==> src/rtl/enc_defines.sv <==
// Shared encoder constants for the mode-buffer address map.
//   MD_TREE_NUM : number of tree-node entries (addresses 0..83)
//   MD_ADDR_MAX : highest logical mode address (last 4x4 unit)
//   MD_WIDTH    : width of one mode value
package enc_defines;
  localparam int MD_TREE_NUM = 84;
  localparam int MD_ADDR_MAX = 339;
  localparam int MD_WIDTH    = 6;
endpackage

==> src/rtl/prei_md_fetch_pkg.sv <==
// Types and widths local to the pre-intra mode fetch block.
//   md_fetch_state_e : job controller states
//   MD_ADDR_W        : logical mode address width
//   MD_ENTRY_W       : width of one skid-FIFO entry {mode, addr, last}
package prei_md_fetch_pkg;
  typedef enum logic [1:0] {
    ST_IDLE  = 2'd0,
    ST_FETCH = 2'd1,
    ST_DRAIN = 2'd2
  } md_fetch_state_e;

  localparam int MD_ADDR_W  = 9;
  localparam int MD_ENTRY_W = enc_defines::MD_WIDTH + MD_ADDR_W + 1;
endpackage

==> src/rtl/prei_md_fifo.sv <==
// Small synchronous skid FIFO for fetched mode entries.
// Ports:
//   clk, rst    : clock, asynchronous active-high reset (pointers/count only)
//   push        : write push_data this cycle (caller guarantees space)
//   push_data   : entry to store
//   pop         : consume head entry (ignored when empty)
//   pop_data    : head entry, forced to zero while empty
//   not_empty   : head entry valid
module prei_md_fifo #(
  parameter int DEPTH  = 2,
  parameter int DATA_W = 16
) (
  input  logic              clk,
  input  logic              rst,
  input  logic              push,
  input  logic [DATA_W-1:0] push_data,
  input  logic              pop,
  output logic [DATA_W-1:0] pop_data,
  output logic              not_empty
);
  localparam int PTR_W = (DEPTH > 1) ? $clog2(DEPTH) : 1;
  localparam int CNT_W = $clog2(DEPTH + 1);

  logic [DATA_W-1:0] mem [DEPTH];
  logic [PTR_W-1:0]  wr_ptr;
  logic [PTR_W-1:0]  rd_ptr;
  logic [CNT_W-1:0]  count;
  logic              do_pop;

  function automatic logic [PTR_W-1:0] ptr_inc(input logic [PTR_W-1:0] p);
    if (p == PTR_W'(DEPTH - 1)) return '0;
    return p + PTR_W'(1);
  endfunction

  assign not_empty = (count != '0);
  assign do_pop    = pop && not_empty;
  assign pop_data  = not_empty ? mem[rd_ptr] : '0;

  always_ff @(posedge clk or posedge rst) begin
    if (rst) begin
      wr_ptr <= '0;
      rd_ptr <= '0;
      count  <= '0;
    end else begin
      if (push)   wr_ptr <= ptr_inc(wr_ptr);
      if (do_pop) rd_ptr <= ptr_inc(rd_ptr);
      // Simultaneous push and pop leaves occupancy unchanged.
      case ({push, do_pop})
        2'b10:   count <= count + CNT_W'(1);
        2'b01:   count <= count - CNT_W'(1);
        default: count <= count;
      endcase
    end
  end

  always_ff @(posedge clk) begin
    if (push) mem[wr_ptr] <= push_data;
  end
endmodule

==> src/rtl/prei_md_fetch.sv <==
// Pre-intra mode fetch: walks a range of logical mode addresses, reads the
// mode buffer (one read per 4x4 group, replaying the held mode for the rest
// of the group) and streams {mode, addr, last} through a skid FIFO.
// Ports:
//   clk, rst          : clock, asynchronous active-high reset
//   start_i           : one-cycle job launch (honoured only when idle)
//   base_i, count_i   : first logical address and entry count of the job
//   done_o            : one-cycle pulse after the final entry is accepted
//   posi_md_ena_o     : mode-buffer read enable
//   posi_md_addr_o    : mode-buffer logical read address
//   posi_md_data_i    : read data, valid one cycle after posi_md_ena_o
//   md_valid_o/md_ready_i : output stream handshake
//   md_data_o, md_addr_o, md_last_o : mode, address tag, final-entry flag
module prei_md_fetch
  import enc_defines::*;
  import prei_md_fetch_pkg::*;
#(
  parameter int FIFO_DEPTH = 2
) (
  input  logic                 clk,
  input  logic                 rst,
  input  logic                 start_i,
  input  logic [MD_ADDR_W-1:0] base_i,
  input  logic [MD_ADDR_W-1:0] count_i,
  output logic                 done_o,
  output logic                 posi_md_ena_o,
  output logic [MD_ADDR_W-1:0] posi_md_addr_o,
  input  logic [MD_WIDTH-1:0]  posi_md_data_i,
  output logic                 md_valid_o,
  input  logic                 md_ready_i,
  output logic [MD_WIDTH-1:0]  md_data_o,
  output logic [MD_ADDR_W-1:0] md_addr_o,
  output logic                 md_last_o
);
  localparam int CNT_W = $clog2(FIFO_DEPTH + 1);

  // Last address of a job, saturated at the top of the mode map.
  function automatic logic [MD_ADDR_W-1:0] sat_end(
    input logic [MD_ADDR_W-1:0] base,
    input logic [MD_ADDR_W-1:0] count
  );
    logic [MD_ADDR_W:0] sum;
    sum = {1'b0, base} + {1'b0, count} - (MD_ADDR_W + 1)'(1);
    if (sum > (MD_ADDR_W + 1)'(MD_ADDR_MAX)) return MD_ADDR_W'(MD_ADDR_MAX);
    return sum[MD_ADDR_W-1:0];
  endfunction

  md_fetch_state_e           state;
  md_fetch_state_e           state_nxt;
  logic [MD_ADDR_W-1:0]      cur_addr_p0;
  logic [MD_ADDR_W-1:0]      end_addr;
  logic                      first_p0;
  logic                      issue_p0;
  logic                      rd_p0;
  logic                      last_p0;
  logic                      need_read_p0;
  logic [1:0]                unit_phase_p0;
  logic                      zero_job;
  logic                      has_credit;
  logic                      pop;
  logic [CNT_W-1:0]          credit;
  logic                      vld_p1;
  logic                      rd_p1;
  logic                      last_p1;
  logic [MD_ADDR_W-1:0]      addr_p1;
  logic [MD_WIDTH-1:0]       held_md;
  logic [MD_WIDTH-1:0]       push_md_p1;
  logic [MD_ENTRY_W-1:0]     fifo_dout;
  logic                      fifo_vld;

  // A job that is empty or starts past the map end completes immediately.
  assign zero_job = (count_i == '0) || (base_i > MD_ADDR_W'(MD_ADDR_MAX));

  // Position inside a 4x4 group; groups start at MD_TREE_NUM.
  assign unit_phase_p0 = 2'(cur_addr_p0 - MD_ADDR_W'(MD_TREE_NUM));
  assign need_read_p0  = (cur_addr_p0 < MD_ADDR_W'(MD_TREE_NUM)) || first_p0 ||
                         (unit_phase_p0 == 2'd0);

  assign pop = fifo_vld && md_ready_i;

  // Credits cover FIFO occupancy plus the entry in flight; a pop this cycle
  // frees a slot in time for an issue this cycle.
  assign has_credit = (credit < CNT_W'(FIFO_DEPTH)) || pop;

  always_comb begin
    state_nxt = state;
    issue_p0  = 1'b0;
    rd_p0     = 1'b0;
    last_p0   = 1'b0;
    case (state)
      ST_IDLE: begin
        if (start_i && !zero_job) state_nxt = ST_FETCH;
      end
      ST_FETCH: begin
        if (has_credit) begin
          issue_p0 = 1'b1;
          rd_p0    = need_read_p0;
          last_p0  = (cur_addr_p0 == end_addr);
          if (last_p0) state_nxt = ST_DRAIN;
        end
      end
      ST_DRAIN: begin
        if (pop && md_last_o) state_nxt = ST_IDLE;
      end
      default: state_nxt = ST_IDLE;
    endcase
  end

  assign posi_md_ena_o  = issue_p0 && rd_p0;
  assign posi_md_addr_o = cur_addr_p0;

  always_ff @(posedge clk or posedge rst) begin
    if (rst) begin
      state       <= ST_IDLE;
      cur_addr_p0 <= '0;
      end_addr    <= '0;
      first_p0    <= 1'b0;
      vld_p1      <= 1'b0;
      rd_p1       <= 1'b0;
      last_p1     <= 1'b0;
      credit      <= '0;
      done_o      <= 1'b0;
    end else begin
      state <= state_nxt;
      if (state == ST_IDLE && start_i && !zero_job) begin
        cur_addr_p0 <= base_i;
        end_addr    <= sat_end(base_i, count_i);
        first_p0    <= 1'b1;
      end else if (issue_p0) begin
        cur_addr_p0 <= cur_addr_p0 + MD_ADDR_W'(1);
        first_p0    <= 1'b0;
      end
      // ---- p0 -> p1: issued entry waits one cycle for the buffer data ----
      vld_p1  <= issue_p0;
      rd_p1   <= rd_p0;
      last_p1 <= last_p0;
      credit  <= credit + CNT_W'(issue_p0) - CNT_W'(pop);
      done_o  <= (state == ST_IDLE && start_i && zero_job) || (pop && md_last_o);
    end
  end

  always_ff @(posedge clk) begin
    addr_p1 <= cur_addr_p0;
    if (vld_p1 && rd_p1) held_md <= posi_md_data_i;
  end

  // ---- p1 -> FIFO: read data or replayed group mode enters the skid FIFO ----
  assign push_md_p1 = rd_p1 ? posi_md_data_i : held_md;

  prei_md_fifo #(
    .DEPTH  (FIFO_DEPTH),
    .DATA_W (MD_ENTRY_W)
  ) u_fifo (
    .clk       (clk),
    .rst       (rst),
    .push      (vld_p1),
    .push_data ({push_md_p1, addr_p1, last_p1}),
    .pop       (pop),
    .pop_data  (fifo_dout),
    .not_empty (fifo_vld)
  );

  assign md_valid_o = fifo_vld;
  assign md_data_o  = fifo_dout[MD_ENTRY_W-1 -: MD_WIDTH];
  assign md_addr_o  = fifo_dout[MD_ADDR_W:1];
  assign md_last_o  = fifo_dout[0];
endmodule

==> config.mk <==
export PLATFORM = sky130hd
export DESIGN_NAME = prei_md_fetch
export DESIGN_NICKNAME = d
export VERILOG_FILES = /design/src/rtl/enc_defines.sv /design/src/rtl/prei_md_fetch_pkg.sv /design/src/rtl/prei_md_fifo.sv /design/src/rtl/prei_md_fetch.sv
export SDC_FILE = /design/constraint.sdc
export NUM_CORES = 1
export LEC_CHECK = 0
export BUFFER_PORTS_ARGS = -buffer_cell sky130_fd_sc_hd__buf_2
export CAP_MARGIN = 20
export CORE_MARGIN = 8
export CORE_UTILIZATION = 61
export CTS_CLUSTER_DIAMETER = 60
export DETAILED_ROUTE_END_ITERATION = 16
export GPL_ROUTABILITY_DRIVEN = 0
export HOLD_SLACK_MARGIN = 0.08
export PLACE_DENSITY_LB_ADDON = 0.1
export SLEW_MARGIN = 20
export SYNTH_ARGS = -nofsm -noshare
export SYNTH_HDL_FRONTEND = slang
export SYNTH_HIERARCHICAL = 1
export SYNTH_SLANG_ARGS = --single-unit
export TNS_END_PERCENT = 30
==> constraint.sdc <==
create_clock -name clk -period 2.7 [get_ports clk]
set_input_delay 0.405 -clock clk [delete_from_list [all_inputs] [get_ports clk]]
set_output_delay 0.405 -clock clk [all_outputs]
set_load 0.01 [all_outputs]
==> flow_metrics.tcl, run 1 <==
set metrics [dict create \
    outcome "completed" \
    clk_path_buf_depth 2 \
    die_area_um2 9220 \
    routedWlPerCell_um 16.1 \
    hold_class "input port to flip-flop" \
    fmax_ghz 0.397 \
    p_comb_share_pct 38.1 \
    drive_gt1_share_pct 23.9 \
    synthFlopType "edfxtp_1" \
    critPathBufInv 4 \
    nFillCells 471 \
    cts_buffers 9 \
    dp_hpwl_um 6200 \
    synth-seq-area-share_pct 53.7 \
    peakVddDrop_mv 0.785 \
    numClockSinks 78 \
    grt_overflow 0 \
    critPathCaptureType "flip-flop" \
    syn2layout_area_growth_pct 16.8 \
    powerDensity_nw_per_um2 1140 \
    ys_warn_count 6 \
    path_cells "buf_2 -> inv_1 -> ha_1 -> inv_1 -> ha_1 -> inv_1 -> fa_1 -> nand2b_1 -> a211o_1 -> a41o_1 -> o22ai_2 -> o22ai_2 -> a22o_1" \
    grt_usage_pct 18.8 \
    cap_violations 0 \
    postSynthCellCount 347 \
    finalInstanceArea_um2 4560 \
    coreArea_um2 6280 \
    critical_path.most_common_cell "inv_1" \
    post_cts_resized 0 \
    hold_viol 0 \
    vias 2719 \
    power.net_switching_uw 1870 \
    synth_seq_cells 78 \
    cp_max_fo 6 \
    mostFrequentLayoutCells "buf_2, inv_1, edfxtp_1, nor2_1, dfrtp_1" \
    mostFrequentLayoutCell "buf_2" \
    pwr-share-clk_pct 19.0 \
    synth-edff-count 38 \
    whs_ns 0.249 \
    worst_ep_arrival_time_ns 2.75 \
    timing.final.crit_share_pct 93.2 \
    crit_type "input port to flip-flop" \
    port_buffers 55 \
    antenna_cells 0 \
    syn_nets 398 \
    critPathSlowestCell "fa_1" \
    clk_pin_slew_ns 0.08 \
    maxSlewViolCount 0 \
    ios 56 \
    cpLargestDelayFamily "compound AO/OA/AOI/OAI gates" \
    placed_area_um2 4320 \
    ctsHtreeMaxLevel 3 \
    via_per_inst 5.44 \
    drt-initial-drc-count 80 \
    seq_power_share_pct 42.8 \
    cp_slowest_stage_delay_ns 0.37 \
    switching_share_pct 36.1 \
    ant_nets 0 \
    nets 469 \
    finalSetupViolCount 0 \
    cts_setup_buffers 0 \
    clock-root-buffer "clkbuf_8" \
    finalCriticalPeriod_ns 2.52 \
    numPlacedInstances 483 \
    finalPower_uw 5190 \
    internal-power_uw 3310 \
    synth_cell_type_count 52 \
    drt_pre_antenna_iters 5 \
    syn-cell-area_um2 3910 \
    skew_ns 0.00800 \
    antenna_found_initial 0 \
    fin_ws_ns 0.183 \
    grt_max_degree 28 \
    drt_wl_total_um 8030 \
    worst_pin_slew_ns 0.779 \
    drc 0 \
    die_w_um 96.0 \
    die_h_um 96.0 \
    pre_cts_ws_ns -0.186 \
    cp_data_required_time_ns 2.93 \
    grt_pass1_wl_um 13200 \
    async_reset_ff_share_pct 39.7 \
    grt_pass1_vias 2752 \
    rsz0062_at_grt "no" \
    syn_avg_cell_area_um2 11.3 \
    fin_cells 500 \
    clock_latency_ns 0.35 \
    cts_tree "yes" \
    critPathLaunchType "input port" \
    start_util_pct 62.2 \
    leakage_uw 0.00212 \
    maxSlewHeadroom_pct 48.1 \
    placementRows 29 \
]
==> cells in the mapped netlist, drive strengths merged (3+ instances only) <==
cell    number  share of area, %
mux2         7               2.0
xor2        12               2.7
a21oi       13               1.9
a211oi       6               1.3
xnor2       12               2.7
o21ai       14               1.8
o22ai        5               1.1
dfrtp       31                20
nor2b        3              0.54
nand2       18               1.8
nand3        4              0.51
nand2b       4              0.64
nand4        4              0.64
dfxtp        9               4.6
inv         48               4.6
and3         6              0.96
and2         3              0.48
buf          6              0.99
nor2        33               3.4
edfxtp      38                29
mux2i       16               4.1
ha          22               7.0
a22o         5               1.1
==> what timing repair did <==
action / 4_1_cts / 5_1_grt
hold buffers: 1 / 0
hold endpoints to repair: 4 / 0
endpoints found under the setup margin: 0 / 0
==> kinds of logic (layout without fill, tap and decap cells) <==
group	after synthesis	in the layout	synth area share, %
xor+xnor	24	24	5.38
mux	23	23	6.12
compound gates	59	59	10.9
fa+ha+maj	23	23	7.56
buf+inv	56	132	5.80
simple gates	84	84	10.6
flops	78	78	53.7
==> sequential cells by signal, summed over array words and instances (netlist names) <==
register / count
addr_p1: 9
vld_p1: 1
held_md: 6
first_p0: 1
last_p1: 1
u_fifo/rd_ptr: 1
done_o: 1
posi_md_addr_o: 9
end_addr: 9
u_fifo/count: 2
credit: 2
u_fifo/wr_ptr: 1
u_fifo/mem: 32
rd_p1: 1
state: 2
==> final cells by class <==
type	count	area (um2)	area share, %
Multi-Input combinational cell	213	1580	34.7
Clock inverter	6	92.6	2.03
Sequential cell	78	2100	46.0
Timing Repair Buffer	68	375	8.23
Tap cell	77	96.3	2.11
Inverter	48	180	3.95
Clock buffer	10	138	3.02
==> path summary, 6_finish.rpt <==
path / cells past startpoint / end / from / slack [ns]
max reg2reg: 7 / posi_md_addr_o[8] / u_fifo/count[0] / 0.84
max in group asynchronous: 4 / posi_md_addr_o[6] / rst / 1.75
min reg2reg: 0 / u_fifo/mem[1][7] / addr_p1[6] / 0.44
min in group asynchronous: 3 / u_fifo/count[1] / rst / 0.49
max: 13 / end_addr[2] / base_i[1] / 0.18
min: 1 / held_md[4] / posi_md_data_i[4] / 0.25
==> through the flow <==
stage                     util (%)  setup TNS [ns]
after global routing          72.7               0
after floorplan                  -               0
after detailed placement      68.8           -1.00
after CTS                     72.7               0
after global placement        68.8          -0.423
final                         72.7               0
==> metal layers <==
metal | GRT usage [%] | routed length (um)
met1 | 22.3 | 3320
met2 | 32.5 | 4160
met3 | 4.91 | 393
met4 | 6.15 | 153
met5 | 0 | 0
==> power groups by stage <==
stage / sequential (uW) / combinational [uW] / clock (uW)
3_5_place_dp: 2250 / 2000 / 0
6_report: 2220 / 1980 / 987
5_1_grt: 2290 / 2200 / 1050
2_1_floorplan: 2160 / 1370 / 0
3_3_place_gp: 2210 / 1940 / 0
4_1_cts: 2220 / 2020 / 998
Note: power is estimated with default switching activity, not from simulation.
==> inputs of run 2 (changes only) <==
--- a/config.mk
+++ b/config.mk
@@ -13,7 +13,7 @@
 export DETAILED_ROUTE_END_ITERATION = 16
 export GPL_ROUTABILITY_DRIVEN = 0
 export HOLD_SLACK_MARGIN = 0.08
-export PLACE_DENSITY_LB_ADDON = 0.1
+export PLACE_DENSITY_LB_ADDON = 0.08
 export SLEW_MARGIN = 20
 export SYNTH_ARGS = -nofsm -noshare
 export SYNTH_HDL_FRONTEND = slang
==> run 2 against run 1 <==
Largest cell class unchanged. Largest power group unchanged. Register-to-register slack got worse by 0.11 ns. Non-clock buffer count stayed put. Sequential power hardly changed. Power down 3.8%. Clock skew about the same. Critical endpoint unchanged.
==> flow_metrics.tcl, run 2 (same netlist as run 1, synthesis figures left out) <==
set metrics [dict create \
    ios 56 \
    finalPower_uw 4990 \
    drc 0 \
    clk_pin_slew_ns 0.08 \
    cts_tree "yes" \
    regMostFlops "u_fifo/mem" \
    drt_pre_antenna_iters 4 \
    ctsHtreeMaxLevel 3 \
    power.net_switching_uw 1810 \
    skew_ns 0.00802 \
    leakage_uw 0.00211 \
    mostFrequentLayoutCell "buf_2" \
    drt-initial-drc-count 99 \
    finalCriticalPeriod_ns 2.51 \
    dp_hpwl_um 6020 \
    seq_power_share_pct 45.0 \
    powerDensity_nw_per_um2 1100 \
    die_w_um 96.0 \
    grt_pass1_wl_um 12800 \
    antenna_found_initial 0 \
    p_comb_share_pct 38.7 \
    numClockSinks 78 \
    via_per_inst 5.47 \
    largest_reg_flops 32 \
    grt_usage_pct 18.1 \
    hold_class "input port to flip-flop" \
    worst_ep_arrival_time_ns 2.74 \
    grt_overflow 0 \
    critPathCaptureType "flip-flop" \
    ant_nets 0 \
    switching_share_pct 36.3 \
    cts_buffers 9 \
    critPathLaunchType "input port" \
    drt_wl_total_um 7750 \
    peakVddDrop_mv 0.784 \
    rsz0062_at_grt "no" \
    die_h_um 96.0 \
    cp_max_fo 6 \
    vias 2734 \
    coreArea_um2 6280 \
    maxSlewViolCount 0 \
    hold_viol 0 \
    fmax_ghz 0.399 \
    syn2layout_area_growth_pct 15.9 \
    pwr-share-clk_pct 16.3 \
    clock_latency_ns 0.34 \
    worst_pin_slew_ns 0.760 \
    cts_setup_buffers 0 \
    fin_util_pct 72.1 \
    routedWlPerCell_um 15.5 \
    outcome "completed" \
    internal-power_uw 3180 \
    cp_data_required_time_ns 2.93 \
    placementRows 29 \
    port_buffers 55 \
    mostFrequentLayoutCells "buf_2, inv_1, edfxtp_1, nor2_1, dfrtp_1" \
    timing.final.crit_share_pct 92.9 \
    clk_path_buf_depth 2 \
    clock-root-buffer "clkbuf_8" \
    die_area_um2 9220 \
    maxSlewHeadroom_pct 49.3 \
    crit_type "input port to flip-flop" \
    start_util_pct 62.2 \
    drive_gt1_share_pct 23.2 \
    antenna_cells 0 \
    finalSetupViolCount 0 \
    grt_max_degree 28 \
    nFillCells 462 \
    nets 469 \
    grt_pass1_vias 2810 \
    cap_violations 0 \
]
run 2: what timing repair did:
| action | 4_1_cts | 5_1_grt |
|---|---|---|
| hold buffers | 1 | 0 |
| endpoints found under the hold margin | 4 | 0 |
| gates resized for setup | 0 | 0 |
run 2: final cells by class:
cell class / instances / area, um2 / share of cell area [%]
Multi-Input combinational cell: 213 / 1580 / 35.0
Timing Repair Buffer: 68 / 388 / 8.57
Tap cell: 77 / 96.3 / 2.13
Clock buffer: 11 / 131 / 2.90
Sequential cell: 78 / 2100 / 46.3
Clock inverter: 5 / 51.3 / 1.13
Inverter: 48 / 180 / 3.98
run 2: path summary, 6_finish.rpt:
path | from | endpoint | slack, ns | depth (start not counted)
worst max-delay path | base_i[1] | end_addr[2] | 0.19 | 13
min in group asynchronous | rst | u_fifo/count[0] | 0.50 | 3
worst min-delay path | posi_md_data_i[0] | held_md[0] | 0.25 | 1
max in group asynchronous | rst | posi_md_addr_o[7] | 1.76 | 4
worst min register to register | addr_p1[2] | u_fifo/mem[0][3] | 0.42 | 0
worst max register to register | u_fifo/count[0] | posi_md_addr_o[5] | 0.73 | 9
run 2: worst max-delay path, cell delays in order:
cell and delay (ns):
buf_2 0.09, inv_1 0.04, ha_1 0.28, inv_1 0.06, ha_1 0.16, inv_1 0.05, fa_1 0.37, nand2b_1 0.17
a211o_1 0.32, a41o_1 0.29, o22ai_2 0.16, o22ai_2 0.13, a22o_1 0.21
run 2: metal layers:
metal | vias up | wire length, um | track usage, % | part of all wire [%]
met5 | - | 0 | 0 | 0
met1 | 1310 | 3140 | 19.5 | 41
li1 | 1349 | - | - | -
met4 | 0 | 217 | 8.96 | 2.8
met3 | 20 | 353 | 3.67 | 4.6
met2 | 55 | 4030 | 32.8 | 52
run 2: through the flow:
stage          setup TNS [ns]  cells  setup slack, ns  cell area (um2)  hold slack [ns]
2_1_floorplan               0    347           0.0536             3910            0.171
5_1_grt                     0    500           0.0301             4530            0.240
6_report                    0    500            0.191             4530            0.251
4_1_cts                     0    500            0.187             4530            0.243
3_3_place_gp           -0.356    483          -0.0945             4330            0.306
3_5_place_dp           -0.896    483           -0.167             4330            0.312
run 2: power by group through the flow:
stage | sequential [uW] | clock [uW] | combinational [uW]
global placement | 2240 | 0 | 1900
floorplan | 2160 | 0 | 1370
CTS | 2250 | 821 | 1960
global route | 2310 | 872 | 2150
finish | 2240 | 813 | 1930
detailed placement | 2270 | 0 | 1950
==> inputs of run 3 (changes only) <==
--- a/config.mk
+++ b/config.mk
@@ -14,6 +14,7 @@
 export GPL_ROUTABILITY_DRIVEN = 0
 export HOLD_SLACK_MARGIN = 0.08
 export PLACE_DENSITY_LB_ADDON = 0.08
+export REMOVE_ABC_BUFFERS = 1
 export SLEW_MARGIN = 20
 export SYNTH_ARGS = -nofsm -noshare
 export SYNTH_HDL_FRONTEND = slang
==> run 3 against run 2 <==
Clock-buffer cell count rose by 1. Flip-flop and latch count unchanged. Critical path depth is the same. Critical endpoint is now end_addr[5]. Largest power group unchanged.
==> flow_metrics.tcl, run 3 (same netlist as run 1, synthesis figures left out) <==
set metrics [dict create \
    outcome "completed" \
    ant_nets 0 \
    critPathLaunchType "input port" \
    clock_latency_ns 0.34 \
    rsz0062_at_grt "no" \
    mostFrequentLayoutCell "buf_2" \
    finalPower_uw 4900 \
    die_w_um 96.0 \
    peakVddDrop_mv 0.691 \
    grt_overflow 0 \
    powerDensity_nw_per_um2 1090 \
    grt_max_degree 28 \
    cts_tree "yes" \
    placementRows 29 \
    hold_viol 0 \
    grt_pass1_vias 2813 \
    clk_path_buf_depth 2 \
    skew_ns 0.00864 \
    clk_pin_slew_ns 0.08 \
    fin_cells 501 \
    start_util_pct 62.2 \
    antenna_cells 0 \
    antenna_found_initial 0 \
    ios 56 \
    port_buffers 55 \
    cap_violations 0 \
    die_h_um 96.0 \
    cp_max_fo 6 \
    drt_pre_antenna_iters 4 \
    maxSlewHeadroom_pct 49.0 \
    hold_depth 1 \
    drt_wl_total_um 7720 \
    worst_ep_arrival_time_ns 2.74 \
    finalCriticalPeriod_ns 2.52 \
    fmax_ghz 0.397 \
    timing.rr.start "u_fifo/count[0]" \
    via_per_inst 5.36 \
    drc 0 \
    die_area_um2 9220 \
    rrSetupSlack_ns 0.64 \
    timing.final.crit_share_pct 93.3 \
    mostFrequentLayoutCells "buf_2, inv_1, edfxtp_1, nor2_1, dfrtp_1" \
    drt-initial-drc-count 114 \
    worstHoldStart "posi_md_data_i[1]" \
    worst_pin_slew_ns 0.765 \
    vias 2684 \
    drive_gt1_share_pct 23.1 \
    dp_hpwl_um 6080 \
    nets 470 \
    routedWlPerCell_um 15.4 \
    critPathCaptureType "flip-flop" \
    min_to "held_md[1]" \
    maxSlewViolCount 0 \
    crit_start "base_i[1]" \
    leakage_uw 0.00209 \
    finalSetupViolCount 0 \
    ctsHtreeMaxLevel 3 \
    syn2layout_area_growth_pct 15.2 \
    cts_buffers 9 \
    largest_reg_flops 32 \
    hold_class "input port to flip-flop" \
    coreArea_um2 6280 \
    clock-root-buffer "clkbuf_8" \
    crit_type "input port to flip-flop" \
    regMostFlops "u_fifo/mem" \
    reg2reg_depth 7 \
    numPlacedInstances 484 \
    grt_usage_pct 18.4 \
    rr_endpoint "posi_md_addr_o[8]" \
    grt_pass1_wl_um 13000 \
    cp_data_required_time_ns 2.92 \
    numClockSinks 78 \
]
-- run 3: what timing repair did --
item,CTS,global route
hold endpoints to repair,4,0
buffers inserted,0,0
hold buffers,1,0
gates resized for setup,0,0
-- run 3: worst max-delay path: stages --
cell and delay (ns):
buf_2 0.09, inv_1 0.04, ha_1 0.27, inv_1 0.06
ha_1 0.16, inv_1 0.06, fa_1 0.37, nand2b_1 0.18
a211o_1 0.32, a41o_1 0.30, o22ai_2 0.16, o22ai_2 0.12
a22o_1 0.21
-- run 3: layer usage --
| metal | share of wire [%] | track usage, % | vias to the layer above |
|---|---|---|---|
| li1 | - | - | 1355 |
| met1 | 41 | 20.3 | 1271 |
| met2 | 53 | 33.9 | 52 |
| met3 | 4.6 | 4.13 | 6 |
| met4 | 1.0 | 6.15 | 0 |
| met5 | 0 | 0 | - |
-- run 3: cell type report --
cell class | count | area, um2
clock buffers | 12 | 135
clock inverters | 4 | 23.8
fillers | 487 | 1780
inverters | 48 | 180
multi-input cells | 213 | 1580
flip-flops and latches | 78 | 2100
well taps | 77 | 96.3
repair buffers | 69 | 383
-- run 3: how the worst max path moves through the flow --
stage	end	slack [ns]	cells past startpoint
2_1_floorplan	end_addr[2]	0.05	12
3_3_place_gp	end_addr[3]	-0.11	13
3_5_place_dp	end_addr[5]	-0.18	13
4_1_cts	end_addr[5]	0.19	13
5_1_grt	end_addr[3]	0.05	13
6_report	end_addr[5]	0.18	13
-- run 3: stage by stage --
stage / area [um2] / setup WS (ns) / hold slack, ns / util [%] / setup TNS (ns)
floorplan: 3860 / 0.0508 / 0.171 / - / 0
global placement: 4330 / -0.113 / 0.300 / 69.0 / -0.476
detailed placement: 4330 / -0.178 / 0.313 / 69.0 / -0.913
CTS: 4500 / 0.187 / 0.242 / 71.7 / 0
global route: 4500 / 0.0513 / 0.243 / 71.7 / 0
finish: 4500 / 0.182 / 0.256 / 71.7 / 0
-- run 3: report_power, final --
group / leakage, uW / switching, uW / internal [uW]
combinational: 0.00121 / 1070 / 885
sequential: 0.000803 / 355 / 1870
clock: 0.0000740 / 382 / 330
